[config.mk]
export PLATFORM = sky130hd
export DESIGN_NAME = pipe_stage_skid_flat
export DESIGN_NICKNAME = d
export VERILOG_FILES = /design/src/rtl/pipe_stage_skid_pkg.sv /design/src/rtl/pipe_stage_skid_if.sv /design/src/rtl/pipe_stage_skid.sv /design/src/flat_wrapper.sv
export SDC_FILE = /design/constraint.sdc
export NUM_CORES = 1
export LEC_CHECK = 0
export BUFFER_PORTS_ARGS = -buffer_cell sky130_fd_sc_hd__clkbuf_2
export CORE_UTILIZATION = 53
export DETAILED_ROUTE_END_ITERATION = 8
export PLACE_DENSITY = 0.9
export SETUP_SLACK_MARGIN = 0.4
export SLEW_MARGIN = 40
export SYNTH_ARGS = -nofsm -noshare
export SYNTH_HDL_FRONTEND = slang
export SYNTH_SLANG_ARGS = --single-unit
[constraint.sdc]
create_clock -name clk -period 5.7 [get_ports clk]
set_clock_uncertainty 0.1 [all_clocks]
set_input_delay 0.855 -clock clk [delete_from_list [all_inputs] [get_ports clk]]
set_output_delay 0.855 -clock clk [all_outputs]
set_load 0.02 [all_outputs]
[src/rtl/pipe_stage_skid_pkg.sv]
// Shared types and constants for pipe_stage_skid instances (package pipe_pkg).
// Holds the stage FSM encoding, default widths and control-bundle bit positions.
package pipe_pkg;

  typedef enum logic [1:0] {
    EMPTY = 2'd0,
    BUSY  = 2'd1,
    FULL  = 2'd2
  } state_e;

  localparam int DEF_DATA_W = 64;
  localparam int DEF_CTRL_W = 8;
  localparam int DEF_CNT_W  = 32;

  // Control bundle layout common to every inter-stage register
  localparam int CTRL_REGWRITE = 0;
  localparam int CTRL_MEMWRITE = 1;
  localparam int CTRL_MEMTOREG = 2;
  localparam int CTRL_WREG_LSB = 3;
  localparam int CTRL_WREG_MSB = 7;

  function automatic logic ctrl_is_bubble(input logic [DEF_CTRL_W-1:0] c);
    return (c == {DEF_CTRL_W{1'b0}});
  endfunction

endpackage

[src/rtl/pipe_stage_skid_if.sv]
// Valid/ready stage handshake carrying payload and control bundle.
// master drives valid/data/ctrl, slave drives ready.
interface pipe_stage_skid_if
  import pipe_pkg::*;
#(
  parameter int DATA_W = DEF_DATA_W,
  parameter int CTRL_W = DEF_CTRL_W
) ();

  logic              valid;
  logic              ready;
  logic [DATA_W-1:0] data;
  logic [CTRL_W-1:0] ctrl;

  modport master (output valid, output data, output ctrl, input ready);
  modport slave  (input valid, input data, input ctrl, output ready);

endinterface

[src/rtl/pipe_stage_skid.sv]
// Inter-stage pipeline register with 2-entry skid buffer, registered in_ready, stall and flush.
// Optional perf counters (stall/bubble) are built when PIPE_STAGE_PERF_EN is defined.
module pipe_stage_skid
  import pipe_pkg::*;
#(
  parameter int DATA_W = DEF_DATA_W,
  parameter int CTRL_W = DEF_CTRL_W
`ifdef PIPE_STAGE_PERF_EN
  ,
  parameter int CNT_W  = DEF_CNT_W
`endif
) (
  input  logic              clk,
  input  logic              rst,
  input  logic              i_flush,
  input  logic              i_stall,
  pipe_stage_skid_if.slave  i_up,
  pipe_stage_skid_if.master o_dn
`ifdef PIPE_STAGE_PERF_EN
  ,
  output logic [CNT_W-1:0]  o_stall_cnt,
  output logic [CNT_W-1:0]  o_bubble_cnt
`endif
);

  localparam logic [1:0] S_EMPTY = EMPTY;
  localparam logic [1:0] S_BUSY  = BUSY;
  localparam logic [1:0] S_FULL  = FULL;

  logic [1:0]        r_state;
  logic              r_in_ready;
  logic              r_out_valid;
  logic [DATA_W-1:0] r_main_data;
  logic [CTRL_W-1:0] r_main_ctrl;
  logic [DATA_W-1:0] r_skid_data;
  logic [CTRL_W-1:0] r_skid_ctrl;

  logic [1:0]        w_state_nxt;
  logic              w_accept_in;
  logic              w_accept_out;
  logic              w_load_main_in;
  logic              w_load_main_skid;
  logic              w_load_skid;

  assign w_accept_in  = i_up.valid & r_in_ready;
  assign w_accept_out = r_out_valid & o_dn.ready & ~i_stall;

  // Next-state and slot-load decode; flush overrides everything
  always_comb begin
    w_state_nxt      = r_state;
    w_load_main_in   = 1'b0;
    w_load_main_skid = 1'b0;
    w_load_skid      = 1'b0;
    if (i_flush) begin
      w_state_nxt = S_EMPTY;
    end else begin
      case (r_state)
        S_EMPTY: begin
          if (w_accept_in) begin
            w_load_main_in = 1'b1;
            w_state_nxt    = S_BUSY;
          end else begin
            w_state_nxt = S_EMPTY;
          end
        end
        S_BUSY: begin
          if (w_accept_in && w_accept_out) begin
            w_load_main_in = 1'b1;
            w_state_nxt    = S_BUSY;
          end else if (w_accept_in) begin
            w_load_skid = 1'b1;
            w_state_nxt = S_FULL;
          end else if (w_accept_out) begin
            w_state_nxt = S_EMPTY;
          end else begin
            w_state_nxt = S_BUSY;
          end
        end
        S_FULL: begin
          if (w_accept_out) begin
            w_load_main_skid = 1'b1;
            w_state_nxt      = S_BUSY;
          end else begin
            w_state_nxt = S_FULL;
          end
        end
        default: begin
          w_state_nxt = S_EMPTY;
        end
      endcase
    end
  end

  // State, handshake flags and storage slots; main ctrl is zeroed whenever the stage empties
  always_ff @(posedge clk or posedge rst) begin
    if (rst) begin
      r_state     <= S_EMPTY;
      r_in_ready  <= 1'b1;
      r_out_valid <= 1'b0;
      r_main_data <= {DATA_W{1'b0}};
      r_main_ctrl <= {CTRL_W{1'b0}};
      r_skid_data <= {DATA_W{1'b0}};
      r_skid_ctrl <= {CTRL_W{1'b0}};
    end else begin
      r_state     <= w_state_nxt;
      r_in_ready  <= (w_state_nxt != S_FULL);
      r_out_valid <= (w_state_nxt != S_EMPTY);
      if (w_load_main_in) begin
        r_main_data <= i_up.data;
        r_main_ctrl <= i_up.ctrl;
      end else if (w_load_main_skid) begin
        r_main_data <= r_skid_data;
        r_main_ctrl <= r_skid_ctrl;
      end else if (w_state_nxt == S_EMPTY) begin
        r_main_ctrl <= {CTRL_W{1'b0}};
      end else begin
        r_main_ctrl <= r_main_ctrl;
      end
      if (w_load_skid) begin
        r_skid_data <= i_up.data;
        r_skid_ctrl <= i_up.ctrl;
      end else begin
        r_skid_ctrl <= r_skid_ctrl;
      end
    end
  end

  assign i_up.ready = r_in_ready;
  assign o_dn.valid = r_out_valid;
  assign o_dn.data  = r_main_data;
  assign o_dn.ctrl  = r_main_ctrl;

`ifdef PIPE_STAGE_PERF_EN
  logic [CNT_W-1:0] r_stall_cnt;
  logic [CNT_W-1:0] r_bubble_cnt;

  // Saturating perf counters; only reset clears them, flush does not
  always_ff @(posedge clk or posedge rst) begin
    if (rst) begin
      r_stall_cnt  <= {CNT_W{1'b0}};
      r_bubble_cnt <= {CNT_W{1'b0}};
    end else begin
      if (r_out_valid && !w_accept_out && !(&r_stall_cnt)) begin
        r_stall_cnt <= r_stall_cnt + {{(CNT_W-1){1'b0}}, 1'b1};
      end else begin
        r_stall_cnt <= r_stall_cnt;
      end
      if (!r_out_valid && !(&r_bubble_cnt)) begin
        r_bubble_cnt <= r_bubble_cnt + {{(CNT_W-1){1'b0}}, 1'b1};
      end else begin
        r_bubble_cnt <= r_bubble_cnt;
      end
    end
  end

  assign o_stall_cnt  = r_stall_cnt;
  assign o_bubble_cnt = r_bubble_cnt;
`endif

endmodule

[src/flat_wrapper.sv]
// flat-port wrapper written by rule: the top's interface ports become plain ports
module pipe_stage_skid_flat import pipe_pkg::*;
#(
  parameter int DATA_W = DEF_DATA_W,
  parameter int CTRL_W = DEF_CTRL_W

)
  (clk, rst, i_flush, i_stall, i_up_valid, i_up_data, i_up_ctrl, i_up_ready, o_dn_valid, o_dn_data, o_dn_ctrl, o_dn_ready);
  pipe_stage_skid_if #(.DATA_W(DATA_W), .CTRL_W(CTRL_W)) i_up_i ();
  pipe_stage_skid_if #(.DATA_W(DATA_W), .CTRL_W(CTRL_W)) o_dn_i ();
  input  logic clk;
  input  logic rst;
  input  logic i_flush;
  input  logic i_stall;
  input wire logic [$bits(i_up_i.valid)-1:0] i_up_valid;
  input wire logic [$bits(i_up_i.data)-1:0] i_up_data;
  input wire logic [$bits(i_up_i.ctrl)-1:0] i_up_ctrl;
  output wire logic [$bits(i_up_i.ready)-1:0] i_up_ready;
  output wire logic [$bits(o_dn_i.valid)-1:0] o_dn_valid;
  output wire logic [$bits(o_dn_i.data)-1:0] o_dn_data;
  output wire logic [$bits(o_dn_i.ctrl)-1:0] o_dn_ctrl;
  input wire logic [$bits(o_dn_i.ready)-1:0] o_dn_ready;
  assign i_up_i.valid = i_up_valid;
  assign i_up_i.data = i_up_data;
  assign i_up_i.ctrl = i_up_ctrl;
  assign i_up_ready = i_up_i.ready;
  assign o_dn_valid = o_dn_i.valid;
  assign o_dn_data = o_dn_i.data;
  assign o_dn_ctrl = o_dn_i.ctrl;
  assign o_dn_i.ready = o_dn_ready;
  pipe_stage_skid #(.DATA_W(DATA_W), .CTRL_W(CTRL_W)) u_core (.clk(clk), .rst(rst), .i_flush(i_flush), .i_stall(i_stall), .i_up(i_up_i), .o_dn(o_dn_i));
endmodule
# Yosys cells after proc, flatten, opt, wreduce, memory -nomap -nowiden
# Index checks and enable logic that the tools add are counted.
# W data, S select, Z words.
# totals
ramBits,0
out_inout_bits,74
ff_bits,148
wordCells,42
memories,0
rom_bits,0
latchBits,0
input_bits,78
# op_classes
muxes,22
n_eq_ne,3
addsub,0
div_mod_pow,0
reduce_logical,6
n_lt_le_gt_ge,0
n_shift,0
bitwise_logic,4
mul,0
# op_table
cell,count
$mux W64,2
$mux W8,3
$mux W1,11
$mux W2,4
$pmux W2 S3,1
$logic_not A2 Y1,2
$reduce_bool A2 Y1,2
$and A1 B1 Y1,3
$reduce_bool A3 Y1,1
$eq A2 B1 Y1 const B,1
$eq A2 B2 Y1 const B,1
$ne A2 B2 Y1 const B,1
$pmux W1 S2,1
$logic_and A1 B1 Y1,1
$not A1 Y1,1

# Logic depth before layout (Yosys ltp)
# Gate-level depths: netlist of run 1.
# logic_depth
depth_word,11
ltp_mapped,9
depth_no_buf,7

# Worst setup path after synthesis of run 1
# No wires, ideal clock.
# synth_path
path_type,input-to-reg
start,input i_stall
end,register u_core.r_main_ctrl[0] (netlist: u_core.o_dn.ctrl[0])
arrival_time_ps,2260
slack_ps,3275
setup_ps,64
cell_stages,6
cell_sequence,nand3b_1 ha_1 nand2_1 a211o_1 a211oi_4 a21o_1
# synth_between
elab_chain_len,9
word_cells_on_any_way,19
# synth_rtl
item,line_no,text
from (decl),flat_wrapper.sv:14,input logic i_stall;
$not A1 Y1 *,pipe_stage_skid.sv:46,assign w_accept_out = r_out_valid & o_dn.ready & ~i_stall;
$and A1 B1 Y1 *,pipe_stage_skid.sv:46,
$mux W1,pipe_stage_skid.sv:73,end else if (w_accept_out) begin
$mux W2,pipe_stage_skid.sv:70,end else if (w_accept_in) begin
$mux W2,pipe_stage_skid.sv:67,if (w_accept_in && w_accept_out) begin
$pmux W2 S3,pipe_stage_skid.sv:57,case (r_state)
$mux W2,pipe_stage_skid.sv:54,if (i_flush) begin
$logic_not A2 Y1,pipe_stage_skid.sv:114,end else if (w_state_nxt == S_EMPTY) begin
$reduce_bool A3 Y1 (no line),n/a,
to (signal assigned),pipe_stage_skid.sv:113,r_main_ctrl <= r_skid_ctrl;
to (signal assigned),pipe_stage_skid.sv:115,r_main_ctrl <= {CTRL_W{1'b0}};
to (signal assigned),pipe_stage_skid.sv:117,r_main_ctrl <= r_main_ctrl;
to (decl),pipe_stage_skid.sv:34,logic [CTRL_W-1:0] r_main_ctrl;
# Mark *: on every way between the ends. The rest lies on a longest branch, timed or not.
# A chain may end at the register's enable or synchronous reset.

# Worst setup path in the final report of run 1
# Same ends and word-level chain as after synthesis.

==> results.sh, run 1 <==
export IMPL_outcome="finished clean"
export IMPL_globalRoute_totalOverflow=0
export IMPL_drt_initial_drc_count=115
export IMPL_setup_viol=0
export IMPL_maximum_operating_frequency_mhz=368.1
export IMPL_synth_net_count=497
export IMPL_cp_required_ps=5900
export IMPL_netlist_top_cells_count="147 x dfrtp_1, 73 x a21o_1, 72 x a22o_1"
export IMPL_synthesis_area_per_instance_um2=14.56
export IMPL_synth_async_reset_ratio_pct=100.0
export IMPL_placed_cell_count=685
export IMPL_area_growth_syn_to_layout_pct=22.40
export IMPL_synth_ff_type="dfrtp_1"
export IMPL_slew_headroom_pct=47.37
export IMPL_synth_area_um2=6072
export IMPL_synth_sequential_area_ratio_pct=61.01
export IMPL_layout_worst_path_cycle_share_pct=47.66
export IMPL_initial_core_util_pct=55.29
export IMPL_final_max_slew_viol_count=0
export IMPL_final_hold_viol_count=0
export IMPL_clock_tree_root_cell="clkbuf_16"
export IMPL_area_of_the_die_um2=11890
export IMPL_leakage_power_of_the_design_nw=4.019
export IMPL_final_fill_count=779
export IMPL_cts_sinks=148
export IMPL_synth_warnings=0
export IMPL_grt_resource_usage_total_pct=22.87
export IMPL_route_detailed_drc=0
export IMPL_dp_slack_ps=2489
export IMPL_setup_worst_path_end_class="flip-flop"
export IMPL_antenna_found_initial=0
export IMPL_vias=4051
export IMPL_synth_cell_type_count=22
export IMPL_number_of_global_route_vias_before_repair=4248
export IMPL_insertedDiodeCount=0
export IMPL_setup_ws_ps=2984
export IMPL_die_width_um=109.0
export IMPL_routed_wirelength_um=12440
export IMPL_dp_hpwl_um=8341
export IMPL_finalCriticalPeriod_ps=2716
export IMPL_path_type_of_the_worst_setup_path="in2reg"
export IMPL_layout_cells_non_filler=717
export IMPL_synth_area_leader_cell="dfrtp_1"
export IMPL_max_cap_violations=0
export IMPL_powerDensity_nw_per_um2=447.4
export IMPL_cts_buffers_inserted=17
export IMPL_post_cts_setup_buffer_count=0
export IMPL_cts_max_level=4
export IMPL_clk_pin_slew_ps=50
export IMPL_crit_path_max_fanout=73
export IMPL_start_kind="input port"
export IMPL_drive_gt1_share_pct=44.19
export IMPL_cts_hold_buf=0
export IMPL_yosys_register_bits=148
export IMPL_most_frequent_cell_after_synthesis="dfrtp_1"
export IMPL_antenna_left=0
export IMPL_synthTopCellsByArea="dfrtp_1 61%, mux2_2 12%, a22o_1 10%"
export IMPL_hp_class="reg2reg"
export IMPL_ctsLongestPathBuffers=2
export IMPL_std_cell_rows=38
export IMPL_detail_route_vias_per_cell=5.650
export IMPL_worst_voltage_drop_across_the_vdd_grid_mv=0.2687
export IMPL_placement_io_buffers=151
export IMPL_number_of_iterations_in_the_first_detailed_routing_pass=4
export IMPL_synth_cells=417
export IMPL_finalInstanceArea_um2=7432
export IMPL_ctsResizeCount=0
export IMPL_totalNegativeSetupSlack_ps=0
export IMPL_crit_arrival_ps=2920
export IMPL_rsz0062_at_grt="false"
export IMPL_netlist_area_leader_share_pct=60.58
export IMPL_wl_per_cell_um=17.35
export IMPL_placedInstanceArea_um2=6874
export IMPL_finalNetCount=644
export IMPL_placeableCoreArea_um2=10980
export IMPL_clock_latency_of_the_later_clocked_register_in_the_worst_skew_pair_ps=410
export IMPL_synth_edff_count=0
export IMPL_tightestPinTransition_ps=787.5
export IMPL_grt_pass1_wl_um=20320
export IMPL_gp_routability_congestion=0.7802
export IMPL_die_y_um=109.0
export IMPL_cts_tree="yes"
export IMPL_count_of_pins_on_the_block_boundary=152
export IMPL_maximum_number_of_pins_on_one_net_before_global_route_repair=101
## per-stage QoR
step	hold WS [ps]	util (%)	total power, W
final	373.3	67.67	0.003325
after global routing	388.6	67.67	0.003496
after CTS	376.7	67.61	0.003359
after detailed placement	364.3	62.59	0.002315
after global placement	359.2	62.59	0.002256
after floorplan	358.5	-	0.002042
## kinds of logic (layout without fill, tap and decap cells)
logic type | Yosys count | after routing | share of synthesized area [%]
AND/OR/NAND/NOR | 15 | 15 | 1.669
buffers and inverters | 31 | 191 | 3.380
adder cells (fa/ha/maj) | 2 | 2 | 0.4121
AO/OA/AOI/OAI | 149 | 149 | 20.17
multiplexers | 72 | 72 | 13.35
flip-flops | 148 | 148 | 61.01
## per-layer routing
metal | vias to the layer above | GRT usage, % | wire (um) | share of wire (%)
met5 | - | 0 | 0 | 0
met1 | 2048 | 27.78 | 5127 | 41
li1 | 1855 | - | - | -
met4 | 0 | 8.977 | 194 | 1.6
met3 | 18 | 8.368 | 896 | 7.2
met2 | 130 | 37.06 | 6224 | 50
## path summary, 6_finish.rpt
kind | from | to | slack, ps | cells after the start
worst min-delay path | u_core.o_dn.data[43] | u_core.o_dn.data[43] | 370 | 1
min in group asynchronous | rst | u_core.o_dn.ctrl[5] | 460 | 2
max in group asynchronous | rst | u_core.o_dn.data[52] | 3940 | 3
worst max-delay path | i_stall | u_core.o_dn.ctrl[0] | 2980 | 9
worst max register to register | u_core.o_dn.valid | u_core.o_dn.data[11] | 3190 | 8
worst min register to register | u_core.o_dn.data[43] | u_core.o_dn.data[43] | 370 | 1
## sequential cells by signal, summed over array words and instances, names as in the netlist
register and cells:
u_core.o_dn.ctrl 8, u_core.r_skid_ctrl 8, u_core.o_dn.valid 1, u_core.i_up.ready 1
u_core.r_skid_data 64, u_core.o_dn.data 64, u_core.r_state 2
## report_power, final
part / switching, W / total (W) / internal, W
Sequential: 0.000186 / 0.00157 / 0.00138
Clock: 0.000386 / 0.00103 / 0.000645
Combinational: 0.000374 / 0.000725 / 0.000351
## worst max-delay path, cell delays in order
cell and delay [ps]:
clkbuf_2 70, nand3b_1 260, inv_1 120, ha_1 160
nand2_1 90, a211oi_4 310, buf_4 680, a211oi_4 130
a21o_1 220
## area by class of cell
class	instances	area [um2]	area share, %
Clock inverter	4	45.04	0.6061
Clock buffer	28	506.7	6.818
Multi-Input combinational cell	238	2181	29.34
Tap cell	140	175.2	2.357
Sequential cell	148	3705	49.85
Inverter	2	15.01	0.2020
Timing Repair Buffer	157	804.5	10.82
## cell usage in the layout (no fill, tap or decap), drive strengths merged
master,synthesis,final
a211o,1,1
a211oi,2,2
a21o,73,73
a21oi,1,1
a22o,72,72
and2,1,1
buf,29,6
bufinv,0,1
clkbuf,0,179
clkinv,0,3
dfrtp,147,147
dfstp,1,1
ha,2,2
inv,2,2
mux2,72,72
nand2,4,4
nand2b,4,4
nand3b,3,3
nor2,1,1
nor3,2,2
(Power assumes the default switching activity.)
==> inputs of run 2 (changes only) <==
clock period = 2.7 ns   (was 5.7 ns; I/O delays follow)
==> results.sh, run 2 (synthesized netlist as in run 1, its figures left out) <==
export IMPL_outcome="finished clean"
export IMPL_detail_route_vias_per_cell=5.693
export IMPL_initial_core_util_pct=55.29
export IMPL_dp_slack_ps=342.9
export IMPL_std_cell_rows=38
export IMPL_maximum_number_of_pins_on_one_net_before_global_route_repair=149
export IMPL_crit_arrival_ps=2450
export IMPL_gp_routability_congestion=0.7955
export IMPL_cts_max_level=4
export IMPL_routed_wl_met3_um=863
export IMPL_max_cap_violations=0
export IMPL_setup_worst_path_end_class="flip-flop"
export IMPL_area_of_the_die_um2=11890
export IMPL_number_of_iterations_in_the_first_detailed_routing_pass=4
export IMPL_path_type_of_the_worst_setup_path="reg2reg"
export IMPL_antenna_left=0
export IMPL_holdWs_ps=130.6
export IMPL_totalNegativeSetupSlack_ps=0
export IMPL_number_of_global_route_vias_before_repair=4070
export IMPL_wl_per_cell_um=18.23
export IMPL_placement_io_buffers=151
export IMPL_placeableCoreArea_um2=10980
export IMPL_cts_sinks=148
export IMPL_routed_wirelength_um=13180
export IMPL_final_fill_count=717
export IMPL_rsz0062_at_grt="true"
export IMPL_powerDensity_nw_per_um2=951.7
export IMPL_grt_resource_usage_total_pct=22.32
export IMPL_finalNetCount=650
export IMPL_clk_pin_slew_ps=60
export IMPL_routed_wl_met2_um=6638
export IMPL_die_width_um=109.0
export IMPL_count_of_pins_on_the_block_boundary=152
export IMPL_ctsLongestPathBuffers=2
export IMPL_finalInstanceArea_um2=7606
export IMPL_crit_path_max_fanout=11
export IMPL_tightestPinTransition_ps=578.2
export IMPL_routed_top_layer="met4"
export IMPL_worst_voltage_drop_across_the_vdd_grid_mv=0.5737
export IMPL_globalRoute_totalOverflow=0
export IMPL_setup_ws_ps=507.6
export IMPL_cts_tree="yes"
export IMPL_antenna_found_initial=0
export IMPL_die_y_um=109.0
export IMPL_insertedDiodeCount=0
export IMPL_clock_latency_of_the_later_clocked_register_in_the_worst_skew_pair_ps=410
export IMPL_start_kind="flip-flop"
export IMPL_layout_worst_path_cycle_share_pct=81.20
export IMPL_final_common_cell="clkbuf_2"
export IMPL_setup_viol=0
export IMPL_route_detailed_drc=0
export IMPL_placedInstanceArea_um2=6928
export IMPL_dp_hpwl_um=7965
export IMPL_vias=4116
export IMPL_final_max_slew_viol_count=0
export IMPL_hp_class="in2reg"
export IMPL_finalCriticalPeriod_ps=2192
export IMPL_leakage_power_of_the_design_nw=4.078
export IMPL_cp_required_ps=2960
export IMPL_clock_tree_root_cell="clkbuf_16"
export IMPL_area_growth_syn_to_layout_pct=25.26
export IMPL_drt_initial_drc_count=223
export IMPL_cts_buffers_inserted=17
export IMPL_maximum_operating_frequency_mhz=456.1
export IMPL_final_hold_viol_count=0
export IMPL_grt_pass1_wl_um=19870
export IMPL_drive_gt1_share_pct=45.11
export IMPL_slew_headroom_pct=61.41
export IMPL_route_layer_met1_wl_um=5412
export IMPL_layout_common_cells="151 x clkbuf_2, 147 x dfrtp_1, 73 x a21o_1"
-- run 2: layer usage --
layer | track usage, % | vias to the layer above
met3 | 8.667 | 26
met5 | 0 | -
li1 | - | 1861
met4 | 9.846 | 0
met1 | 26.81 | 2099
met2 | 35.58 | 130
-- run 2: critical path, cell delays in order, from the launching register on --
cell and delay [ps]:
dfrtp_1 370, nand3b_1 210, inv_1 90, ha_1 200
nand2_1 110, a211oi_4 70, buf_4 170, buf_4 140
nor2_2 470, a21o_1 200
-- run 2: final timing paths --
check | start | endpoint | slack, ps | cells after the start
setup / recovery | u_core.o_dn.valid | u_core.o_dn.data[61] | 510 | 9
hold / removal | i_up_data[26] | u_core.r_skid_data[26] | 130 | 2
setup reg to reg | u_core.o_dn.valid | u_core.o_dn.data[61] | 510 | 9
hold reg to reg | u_core.o_dn.data[10] | u_core.o_dn.data[10] | 380 | 1
max in group asynchronous | rst | u_core.r_skid_data[47] | 1270 | 5
min in group asynchronous | rst | u_core.r_skid_data[32] | 530 | 4
-- run 2: per-stage QoR --
| stage | power (W) | util, % | cells |
|---|---|---|---|
| global route | 0.007567 | 69.25 | 723 |
| floorplan | 0.004312 | - | 417 |
| detailed placement | 0.004889 | 63.08 | 684 |
| CTS | 0.007264 | 68.50 | 716 |
| global placement | 0.004763 | 63.08 | 684 |
| finish | 0.007239 | 69.25 | 723 |
-- run 2: what timing repair did --
action,in CTS,in global routing
buffers inserted,0,3
endpoints found under the hold margin,0,6
endpoints found under the setup margin,0,43
hold buffers,0,1
gates resized for setup,0,1
-- run 2: final cells by class --
class,count,area [um2],area share (%)
clock inverters,9,127.6,1.678
multi-input cells,239,2187,28.75
flip-flops and latches,148,3705,48.71
repair buffers,162,932.1,12.26
inverters,2,11.26,0.1481
clock buffers,23,467.9,6.152
well taps,140,175.2,2.303
-- run 2: report_power, final --
group / switching (W) / internal, W
logic: 0.000797 / 0.000765
clock network: 0.000871 / 0.00150
registers: 0.000390 / 0.00292
total: 0.00206 / 0.00518
